$ cat src/rtl/uart_keys_pkg.sv
// Shared key/status byte codes and TX state encoding for the
// remote panel. Key index order doubles as press priority.
package uart_keys_pkg;

    localparam int NKEYS = 6;

    localparam logic [7:0] KEY_UP    = 8'h77;
    localparam logic [7:0] KEY_DOWN  = 8'h73;
    localparam logic [7:0] KEY_LEFT  = 8'h61;
    localparam logic [7:0] KEY_RIGHT = 8'h64;
    localparam logic [7:0] KEY_ENTER = 8'h0D;
    localparam logic [7:0] KEY_SPACE = 8'h20;

    localparam logic [7:0] ST_WIN    = 8'h57;
    localparam logic [7:0] ST_BEAT   = 8'h43;
    localparam logic [7:0] ST_DIGIT0 = 8'h30;

    // Lower index wins when several keys are pending.
    typedef enum logic [2:0] {
        K_UP, K_DOWN, K_LEFT, K_RIGHT, K_ENTER, K_SPACE
    } key_e;

    typedef enum logic [1:0] {
        TX_IDLE, TX_WAIT_BUSY, TX_WAIT_DONE
    } tx_state_e;

    function automatic logic [7:0] key_code(input logic [2:0] k);
        logic [7:0] c;
        c = KEY_SPACE;
        unique case (k)
            K_UP:    c = KEY_UP;
            K_DOWN:  c = KEY_DOWN;
            K_LEFT:  c = KEY_LEFT;
            K_RIGHT: c = KEY_RIGHT;
            K_ENTER: c = KEY_ENTER;
            default: c = KEY_SPACE;
        endcase
        return c;
    endfunction

    function automatic logic [2:0] first_key(input logic [NKEYS-1:0] m);
        logic [2:0] k;
        k = 3'd0;
        for (int i = NKEYS - 1; i >= 0; i--)
            if (m[i]) k = 3'(i);
        return k;
    endfunction

endpackage

$ cat src/rtl/key_fifo.sv
// Small synchronous FIFO for queued key bytes.
// A pop on an empty queue is ignored; push when full only with a pop.
module key_fifo #(
    parameter int DEPTH = 4,
    parameter int W     = 8
) (
    input  logic         clk_i,
    input  logic         reset_i,
    input  logic         push_i,
    input  logic [W-1:0] din_i,
    input  logic         pop_i,
    output logic [W-1:0] dout_o,
    output logic         full_o,
    output logic         empty_o
);
    localparam int AW = $clog2(DEPTH);
    localparam int CW = AW + 1;
    localparam logic [CW-1:0] FULL = CW'(DEPTH);

    logic [W-1:0]  mem_q [DEPTH];
    logic [AW-1:0] wr_q, rd_q;
    logic [CW-1:0] cnt_q;
    logic          do_push, do_pop;

    assign empty_o = (cnt_q == '0);
    assign full_o  = (cnt_q == FULL);
    assign do_pop  = pop_i && !empty_o;
    assign do_push = push_i && (!full_o || do_pop);
    assign dout_o  = mem_q[rd_q];

    always_ff @(posedge clk_i) begin
        if (do_push) mem_q[wr_q] <= din_i;
    end

    always_ff @(posedge clk_i) begin
        if (reset_i) begin
            wr_q  <= '0;
            rd_q  <= '0;
            cnt_q <= '0;
        end else begin
            if (do_push) wr_q <= wr_q + AW'(1);
            if (do_pop)  rd_q <= rd_q + AW'(1);
            if (do_push && !do_pop)      cnt_q <= cnt_q + CW'(1);
            else if (do_pop && !do_push) cnt_q <= cnt_q - CW'(1);
        end
    end

endmodule

$ cat src/rtl/uart_rx.sv
// 8N1 deserializer sampling mid-bit; pulses valid_o on a good stop bit.
module uart_rx #(
    parameter int CLKS_PER_BIT = 434
) (
    input  logic       clk_i,
    input  logic       reset_i,
    input  logic       rx_i,
    output logic [7:0] data_o,
    output logic       valid_o
);
    localparam logic [15:0] HALF = 16'(CLKS_PER_BIT / 2);
    localparam logic [15:0] LAST = 16'(CLKS_PER_BIT - 1);

    logic [1:0]  sync_q;
    logic        act_q, valid_q;
    logic [15:0] cnt_q;
    logic [3:0]  bit_q;
    logic [7:0]  sh_q;

    always_ff @(posedge clk_i) begin
        if (reset_i) begin
            sync_q  <= 2'b11;
            act_q   <= 1'b0;
            valid_q <= 1'b0;
            cnt_q   <= '0;
            bit_q   <= '0;
            sh_q    <= '0;
        end else begin
            sync_q  <= {sync_q[0], rx_i};
            valid_q <= 1'b0;
            if (!act_q) begin
                if (!sync_q[1]) begin
                    act_q <= 1'b1;
                    cnt_q <= HALF;
                    bit_q <= '0;
                end
            end else if (cnt_q != LAST) begin
                cnt_q <= cnt_q + 16'd1;
            end else begin
                cnt_q <= '0;
                if (bit_q == 4'd0) begin
                    // A start bit that is high again at mid-bit was a glitch.
                    act_q <= !sync_q[1];
                    bit_q <= 4'd1;
                end else if (bit_q == 4'd9) begin
                    act_q   <= 1'b0;
                    valid_q <= sync_q[1];
                end else begin
                    sh_q  <= {sync_q[1], sh_q[7:1]};
                    bit_q <= bit_q + 4'd1;
                end
            end
        end
    end

    assign data_o  = sh_q;
    assign valid_o = valid_q;

endmodule

$ cat src/rtl/uart_tx.sv
// 8N1 serializer: latches data on send, busy until the stop bit ends.
module uart_tx #(
    parameter int CLKS_PER_BIT = 434
) (
    input  logic       clk_i,
    input  logic       reset_i,
    input  logic       send_i,
    input  logic [7:0] data_i,
    output logic       tx_o,
    output logic       busy_o
);
    localparam logic [15:0] LAST = 16'(CLKS_PER_BIT - 1);

    logic [9:0]  sh_q;
    logic [15:0] cnt_q;
    logic [3:0]  bit_q;
    logic        busy_q;

    always_ff @(posedge clk_i) begin
        if (reset_i) begin
            sh_q   <= '1;
            cnt_q  <= '0;
            bit_q  <= '0;
            busy_q <= 1'b0;
        end else if (!busy_q) begin
            if (send_i) begin
                sh_q   <= {1'b1, data_i, 1'b0};
                cnt_q  <= '0;
                bit_q  <= '0;
                busy_q <= 1'b1;
            end
        end else if (cnt_q != LAST) begin
            cnt_q <= cnt_q + 16'd1;
        end else begin
            cnt_q <= '0;
            sh_q  <= {1'b1, sh_q[9:1]};
            if (bit_q == 4'd9) busy_q <= 1'b0;
            else               bit_q  <= bit_q + 4'd1;
        end
    end

    assign tx_o   = busy_q ? sh_q[0] : 1'b1;
    assign busy_o = busy_q;

endmodule

$ cat src/rtl/uart_remote_panel.sv
// Panel side of the tic-tac-toe link: buttons out as key bytes,
// board status stream in as cursor/win/link indicators.
module uart_remote_panel
    import uart_keys_pkg::*;
#(
    parameter int          FIFO_DEPTH   = 4,
    parameter logic [31:0] LINK_TIMEOUT = 32'd100_000_000,
    parameter int          CLKS_PER_BIT = 434
) (
    input  logic       clk,
    input  logic       reset,
    input  logic       rx_in,
    output logic       tx_out,
    input  logic       btn_up,
    input  logic       btn_down,
    input  logic       btn_left,
    input  logic       btn_right,
    input  logic       btn_enter,
    input  logic       btn_space,
    output logic [3:0] cursor_cell,
    output logic       cursor_valid,
    output logic       win,
    output logic       link_up,
    output logic       status_strobe,
    output logic       bad_byte,
    output logic       key_dropped
);
    logic [NKEYS-1:0] btn, pend_q, pend_d, pick;
    logic             fifo_push, fifo_pop, fifo_full, fifo_empty;
    logic [7:0]       push_code, tx_data, rx_data;
    logic             tx_send, tx_busy, rx_valid;
    tx_state_e        state_q, state_d;
    logic [1:0]       wait_q, wait_d;
    logic             drop_q, drop_d;
    logic [3:0]       cell_q, cell_d;
    logic             cval_q, cval_d, win_q, win_d, up_q, up_d;
    logic             strobe_q, strobe_d, bad_q, bad_d, accept;
    logic [31:0]      timer_q, timer_d;

    assign btn = {btn_space, btn_enter, btn_right,
                  btn_left, btn_down, btn_up};

    always_comb begin
        fifo_push = 1'b0;
        pick      = '0;
        push_code = key_code(first_key(pend_q));
        if (!fifo_full && |pend_q) begin
            fifo_push = 1'b1;
            pick      = NKEYS'(1) << first_key(pend_q);
        end
        pend_d = (pend_q & ~pick) | btn;
        drop_d = fifo_full && |(btn & pend_q);
    end

    key_fifo #(.DEPTH(FIFO_DEPTH), .W(8)) u_fifo (
        .clk_i   (clk),
        .reset_i (reset),
        .push_i  (fifo_push),
        .din_i   (push_code),
        .pop_i   (fifo_pop),
        .dout_o  (tx_data),
        .full_o  (fifo_full),
        .empty_o (fifo_empty)
    );

    always_comb begin
        state_d  = state_q;
        wait_d   = wait_q;
        fifo_pop = 1'b0;
        tx_send  = 1'b0;
        unique case (state_q)
            TX_IDLE: begin
                if (!fifo_empty && !tx_busy) begin
                    fifo_pop = 1'b1;
                    tx_send  = 1'b1;
                    wait_d   = '0;
                    state_d  = TX_WAIT_BUSY;
                end
            end
            TX_WAIT_BUSY: begin
                if (tx_busy)              state_d = TX_WAIT_DONE;
                else if (wait_q == 2'd3)  state_d = TX_IDLE;
                else                      wait_d  = wait_q + 2'd1;
            end
            TX_WAIT_DONE: begin
                if (!tx_busy) state_d = TX_IDLE;
            end
            default: state_d = TX_IDLE;
        endcase
    end

    uart_tx #(.CLKS_PER_BIT(CLKS_PER_BIT)) u_tx (
        .clk_i   (clk),
        .reset_i (reset),
        .send_i  (tx_send),
        .data_i  (tx_data),
        .tx_o    (tx_out),
        .busy_o  (tx_busy)
    );

    uart_rx #(.CLKS_PER_BIT(CLKS_PER_BIT)) u_rx (
        .clk_i   (clk),
        .reset_i (reset),
        .rx_i    (rx_in),
        .data_o  (rx_data),
        .valid_o (rx_valid)
    );

    always_comb begin
        cell_d   = cell_q;
        cval_d   = cval_q;
        win_d    = win_q;
        up_d     = up_q;
        timer_d  = timer_q;
        strobe_d = 1'b0;
        bad_d    = 1'b0;
        accept   = 1'b0;
        if (rx_valid) begin
            unique case (1'b1)
                (rx_data >= ST_DIGIT0 &&
                 rx_data <= ST_DIGIT0 + 8'd8): begin
                    cell_d = 4'(rx_data - ST_DIGIT0);
                    cval_d = 1'b1;
                    win_d  = 1'b0;
                    accept = 1'b1;
                end
                (rx_data == ST_WIN): begin
                    win_d  = 1'b1;
                    accept = 1'b1;
                end
                (rx_data == ST_BEAT): accept = 1'b1;
                default: bad_d = 1'b1;
            endcase
        end
        // An accepted byte overrides a timeout landing in the same cycle.
        if (accept) begin
            strobe_d = 1'b1;
            up_d     = 1'b1;
            timer_d  = '0;
        end else if (timer_q != LINK_TIMEOUT) begin
            timer_d = timer_q + 32'd1;
            if (timer_d == LINK_TIMEOUT) begin
                up_d   = 1'b0;
                cval_d = 1'b0;
                win_d  = 1'b0;
            end
        end
    end

    always_ff @(posedge clk) begin
        if (reset) begin
            pend_q   <= '0;
            state_q  <= TX_IDLE;
            wait_q   <= '0;
            drop_q   <= 1'b0;
            cell_q   <= '0;
            cval_q   <= 1'b0;
            win_q    <= 1'b0;
            up_q     <= 1'b0;
            strobe_q <= 1'b0;
            bad_q    <= 1'b0;
            timer_q  <= '0;
        end else begin
            pend_q   <= pend_d;
            state_q  <= state_d;
            wait_q   <= wait_d;
            drop_q   <= drop_d;
            cell_q   <= cell_d;
            cval_q   <= cval_d;
            win_q    <= win_d;
            up_q     <= up_d;
            strobe_q <= strobe_d;
            bad_q    <= bad_d;
            timer_q  <= timer_d;
        end
    end

    assign cursor_cell   = cell_q;
    assign cursor_valid  = cval_q;
    assign win           = win_q;
    assign link_up       = up_q;
    assign status_strobe = strobe_q;
    assign bad_byte      = bad_q;
    assign key_dropped   = drop_q;

endmodule

$ cat config.mk
export PLATFORM = sky130hd
export DESIGN_NAME = uart_remote_panel
export DESIGN_NICKNAME = d
export VERILOG_FILES = /design/src/rtl/uart_keys_pkg.sv /design/src/rtl/key_fifo.sv /design/src/rtl/uart_rx.sv /design/src/rtl/uart_tx.sv /design/src/rtl/uart_remote_panel.sv
export SDC_FILE = /design/constraint.sdc
export NUM_CORES = 1
export LEC_CHECK = 0
export ABC_AREA = 1
export CAP_MARGIN = 20
export CORE_AREA = 2 2 185 187
export CTS_BUF_LIST = sky130_fd_sc_hd__clkbuf_16
export CTS_CLUSTER_SIZE = 10
export DETAILED_ROUTE_END_ITERATION = 12
export DIE_AREA = 0 0 187 189
export GPL_TIMING_DRIVEN = 0
export PLACE_DENSITY = 0.38
export SLEW_MARGIN = 20
export SYNTH_ARGS = -nofsm -noshare
export SYNTH_HDL_FRONTEND = slang
export SYNTH_HIERARCHICAL = 1
export SYNTH_SLANG_ARGS = --single-unit
$ cat constraint.sdc
create_clock -name clk -period 2.95 [get_ports clk]
set_clock_uncertainty 0.15 [all_clocks]
set_input_delay 0.295 -clock clk [delete_from_list [all_inputs] [get_ports clk]]
set_output_delay 0.295 -clock clk [all_outputs]
set_load 0.02 [all_outputs]
; ---- After elaboration in Yosys (flattened, before gate mapping)
; Memory sizes are Yosys's and may differ from the RTL's. A register that Yosys moved wholly into a read port is not among the register bits.
; Cells that the tools add are included.
[word_totals]
in_bits = 9
register_bits = 122
output_inout_bits = 11
wordCells = 184
n_memories = 1
ramBits = 28
[op_classes]
n_bitwise = 9
add_sub_neg = 11
n_reduce_logical = 38
mux = 72
order_cmp = 2
n_shift = 1
eq_ne = 26
[mem_list]
columns = name, depth, word_bits, read_ports, rd_clocked_by_memory_dff, write_ports, line
row1 = u_fifo.mem_q, 4, 7, 1, 1, 1, key_fifo.sv:20  ; logic [W-1:0] mem_q [DEPTH];
[ops]
columns = operator, n
row1 = $mux W16, 6
row2 = $mux W4, 9
row3 = $pmux W7 S5, 1
row4 = $add A16 B1 Y16 const B, 2
row5 = $add A32 B1 Y32 const B, 1
row6 = $eq A32 B27 Y1 const B, 1
row7 = $ne A16 B9 Y1 const B, 2
row8 = $ne A32 B27 Y1 const B, 1
row9 = $mux W1, 31
row10 = $mux W10, 3
row11 = $mux W3, 9
row12 = $mux W2, 9
row13 = $eq A8 B7 Y1 const B, 2
row14 = $ne A2 B2 Y1 const B, 8
row15 = $and A6 B6 Y6, 2
row16 = $reduce_or A6 Y1, 2
row17 = $reduce_bool A2 Y1, 5
row18 = $reduce_and A3 Y1, 3
row19 = $add A4 B1 Y4 const B, 2
row20 = $eq A4 B4 Y1 const B, 2
row21 = $ge A8 B6 Y1 const B, 1
row22 = $le A8 B6 Y1 const B, 1
row23 = $logic_and A1 B1 Y1, 8
row24 = $reduce_and A4 Y1, 2
row25 = 28 further kinds, 46

; ---- Longest topological paths before layout
[logic_depth]
ltp_word = 12
mapped_depth = 17
ltp_nobuf = 17

; ---- By module
; Netlist, hierarchy kept.
[modules_own_cells]
columns = module, cells_each, area_per_inst_um2, seq_area_each_um2, n_inst
row1 = uart_remote_panel, 495, 2987.9, 1041.0, 1
row2 = uart_tx, 282, 1771.7, 600.6, 1
row3 = uart_rx, 251, 1745.4, 640.6, 1
row4 = key_fifo, 148, 1702.9, 1141.1, 1

; ---- Least setup slack after synthesis
; OpenSTA, ideal clock, no wires.
[synth_timing]
kind = reg2reg
start = register u_fifo.cnt_q[0]
end = register u_fifo.cnt_q[2]
arrival_ns = 2.477
setup_slack_ns = 0.210
stages_incl_launch_ff = 18
required_time_ns = 2.687
setup_ns = 0.113
cell_sequence = dfxtp_1 -> nor2_2 -> nand2_2 -> inv_1 -> nor4_1 -> inv_1 -> nand3_2 -> nand2_1 -> inv_1 -> ha_1 -> inv_1 -> fa_1 -> inv_1 -> nand2_1 -> nand3_1 -> nand2_1 -> nand2_1 -> nor2_1
[synth_between]
elab_chain_cells = 11
[synth_rtl]
columns = item, line
row1 = start: declaration, key_fifo.sv:22  ; logic [CW-1:0] cnt_q;
row2 = start signal: assignment, key_fifo.sv:43  ; if (do_push && !do_pop) cnt_q <= cnt_q + CW'(1);
row3 = start signal: assignment, key_fifo.sv:44  ; else if (do_pop && !do_push) cnt_q <= cnt_q - CW'(1);
row4 = $logic_not A3 Y1 (*), key_fifo.sv:25  ; assign empty_o = (cnt_q == '0);
row5 = named net fifo_empty, uart_remote_panel.sv:29  ; logic fifo_push, fifo_pop, fifo_full, fifo_empty;
row6 = $logic_not A1 Y1 (*), uart_remote_panel.sv:73  ; if (!fifo_empty && !tx_busy) begin
row7 = $logic_and A1 B1 Y1 (*), uart_remote_panel.sv:73
row8 = $mux W1 (*), uart_remote_panel.sv:73
row9 = $mux W1 (*), uart_remote_panel.sv:71  ; unique case (state_q)
row10 = named net fifo_pop, uart_remote_panel.sv:29
row11 = $logic_and A1 B1 Y1 (*), key_fifo.sv:27  ; assign do_pop = pop_i && !empty_o;
row12 = $logic_or A1 B1 Y1 (*), key_fifo.sv:28  ; assign do_push = push_i && (!full_o || do_pop);
row13 = $logic_and A1 B1 Y1 (*), key_fifo.sv:28
row14 = named net u_fifo.do_push, key_fifo.sv:23  ; logic do_push, do_pop;
row15 = $logic_not A1 Y1, key_fifo.sv:44
row16 = $logic_and A1 B1 Y1, key_fifo.sv:44
row17 = $reduce_bool A2 Y1 (no source line), --
; The timed path passes the listed nets; every way through them passes the cells marked *. The select of a mux whose other input is x is not followed.
; A chain may end at the register's enable or synchronous reset.

; ---- Worst setup path after layout
[layout_timing]
start = register u_tx.busy_q (netlist: u_tx/busy_o)
end = output port tx_out
[layout_between]
elab_chain_cells = 1
[layout_rtl]
columns = item, line
row1 = start: declaration, uart_tx.sv:17  ; logic busy_q;
row2 = start signal: assignment, uart_tx.sv:24  ; busy_q <= 1'b0;
row3 = start signal: assignment, uart_tx.sv:30  ; busy_q <= 1'b1;
row4 = start signal: assignment, uart_tx.sv:37  ; if (bit_q == 4'd9) busy_q <= 1'b0;
row5 = $mux W1, uart_tx.sv:42  ; assign tx_o = busy_q ? sh_q[0] : 1'b1;
row6 = end: declaration, uart_remote_panel.sv:13  ; output logic tx_out,
; Every way passes these cells.

==> reports/qor.yml <==
start_kind: "flop"
endpoint_kind: "output pin"
grt_max_degree: 20
tightest_slew_ns: 0.924
hold_path_end: "pend_q[2]$_SDFF_PP0_"
drc: 0
drv_cap: 0
arrival_ns: 2.33
synth_edf_count: 32
finalCritPeriodShare_pct: 94.1
cts_buffers: 17
power_density_nw_per_um2: 681
reg2reg_to: "u_fifo/cnt_q[1]$_SDFFE_PP0P_"
n_fill_cell: 3705
dr.pass1.iters: 4
routabilityCongestion: 0.777
netlist_instances: 1176
synth_cell_types: 45
wl_per_cell_um: 12.7
hold_ws_ns: 0.284
area_delta_synth_final_pct: 16.2
clock_latency_ns: 0.43
min_period_ns: 2.78
setup_viol: 0
syn_avg_cell_area_um2: 6.98
ys.flop_type: "dfxtp_1"
dp_hpwl_mm: 15.7
hold_violations: 0
n_antenna_cell: 0
crit_required_ns: 2.51
final_cell_area_um2: 9540
postRouteWirelength_mm: 21.4
whs_path_depth: 3
critPathLaunch: "u_tx/busy_o$_SDFF_PP0_"
final_core_util_pct: 28.7
yosys-top-cells-area: "dfxtp_1 30%, nand2_1 14%, edfxtp_1 12%"
die_h_um: 189
postRouteAntennaNets: 0
synth_top_area_share_pct: 30.0
synth_most_common_cell: "nand2_1"
synthArstFlopShare_pct: 0
ys_ff_latch: 155
timing.slew.headroom_pct: 38.2
dieArea_um2: 35300
yosys.area.top_type: "dfxtp_1"
fin_ws_ns: 0.173
h-tree-depth: 4
met1_length_mm: 11.1
rows: 67
cts_hold_buf: 0
nets: 1247
cts.clk_slew.worst_paths_ns: 0.07
clockRootBuffer: "clkbuf_16"
ff2ff_setup_slack_ns: 0.30
drive_above_1_share_pct: 9.08
grt_pass1_wl_mm: 36.1
reg2regPathDepth: 12
first_global_vias: 7074
place_worst_setup_slack_ns: -0.372
initial_core_util_pct: 24.7
track_usage_pct: 12.7
synth_seq_area_share_pct: 41.7
core_um2: 33300
synth_top_cells_by_count: "306 x nand2_1, 193 x nor2_1, 133 x inv_1, 123 x dfxtp_1, 74 x nand3_1"
max_freq_ghz: 0.360
drtIter0Drc: 369
critical_path_class: "flop to output pin"
slew_viol_final: 0
cts_tree: "done"
leakage_nw: 3.68
status: "finished clean"
wl_met3_um: 509
critPathMaxFanout: 10
overflow: 0
min_path_type: "primary input to flop"
ys_warn_count: 6
hp-start: "btn_left"
worst_ir_drop_vdd_mv: 0.447
die_w_um: 187
dr_wl_met2_mm: 9.44
topRoutingLayerUsed: "met4"
vias: 7189
antenna_found_initial: 0
avgViaCountPerCell: 4.28
mappedNetlistArea_um2: 8210
cts_sinks: 155
reg2reg_from: "u_fifo/cnt_q[2]$_SDFFE_PP0P_"
placed_cell_area_um2: 8970
num_io_pins: 20
clock_path_buffers: 2
rsz0062_at_grt: "false"
io_buffers: 19
-- routing by layer --
layer | vias up | global-route usage [%]
li1 | 3865 | -
met1 | 3239 | 16.8
met2 | 61 | 20.4
met3 | 24 | 2.58
met4 | 0 | 4.52
met5 | - | 0
-- cells in the final DEF, fill, tap and decap left out, drive strengths merged, types with 6 or more instances in the layout --
master / netlist / routed
nand2: 329 / 329
nand4: 22 / 22
o22ai: 11 / 11
inv: 140 / 146
nand3b: 8 / 8
buf: 9 / 12
o21ai: 59 / 59
ha: 17 / 17
nor2: 214 / 214
a21oi: 70 / 70
clkdlybuf4s50: 0 / 19
clkinv: 5 / 10
nand3: 79 / 79
or2: 6 / 6
edfxtp: 32 / 32
nor3: 18 / 18
clkbuf: 10 / 27
dfxtp: 123 / 123
-- sequential cells by signal, summed over array words and instances, names as in the netlist, 3 cells and up, named ones only --
register      count
u_fifo/mem_q     32
u_rx/cnt_q       16
u_tx/sh_q         9
u_rx/bit_q        4
u_rx/data_o       8
u_fifo/cnt_q      3
timer_q          32
u_tx/bit_q        4
cursor_cell       4
u_tx/cnt_q       16
pend_q            6
-- cell type report --
class / instances / area (um2) / share of cell area, %
inverter: 145 / 552 / 5.78
sequential: 155 / 3430 / 35.9
clock inverter: 15 / 106 / 1.11
clock buffer: 17 / 425 / 4.46
buffer: 19 / 111 / 1.17
tap: 448 / 561 / 5.87
multi-input combinational: 860 / 4150 / 43.5
timing repair buffer: 22 / 213 / 2.23
-- how the worst max path moves through the flow --
stage	endpoint	slack, ns	cells past startpoint
after floorplan	u_fifo/cnt_q[2]$_SDFFE_PP0P_	0.21	17
after global placement	u_fifo/mem_q[0][1]$_DFFE_PP_	-0.31	8
after detailed placement	u_fifo/cnt_q[2]$_SDFFE_PP0P_	-0.37	17
after CTS	tx_out	0.12	5
after global routing	tx_out	0.02	5
final	tx_out	0.17	5
-- report_power, final --
group          switching, W  internal [W]  total (W)
clock              0.000957       0.00107    0.00203
sequential         0.000182       0.00247    0.00265
combinational       0.00119      0.000628    0.00182
total               0.00233       0.00417    0.00650
-- cell families (layout without fill, tap and decap cells) --
group           after synthesis  after routing  share of synthesized area, %
buf+inv                     164            218                          8.08
other cells                   1              4                        0.0457
xor+xnor                      6              6                         0.640
flops                       155            155                          41.7
compound gates              152            152                          9.95
simple gates                680            680                          36.7
fa+ha+maj                    18             18                          2.84
-- per-stage QoR --
stage	setup TNS [ns]	cells	power [W]
4_1_cts	0	1678	0.00660
5_1_grt	0	1681	0.00701
3_3_place_gp	-8.78	1646	0.00449
2_1_floorplan	0	1179	0.00397
6_report	0	1681	0.00650
3_5_place_dp	-10.59	1646	0.00449
-- worst max-delay path, cell delays in order, from the launching register on --
cell             delay, ns
dfxtp_1               0.47
clkbuf_8              0.24
inv_1                 0.06
clkbuf_1              0.25
or2_2                 0.34
clkdlybuf4s50_1       0.54
-- what timing repair did --
item,in CTS,in global routing
endpoints found under the setup margin,34,3
gates cloned,0,0
endpoints found under the hold margin,0,0
pin swaps,0,1
setup buffers,0,3
gates resized for setup,2,2
No activity file was read; power rests on OpenSTA's default activity.
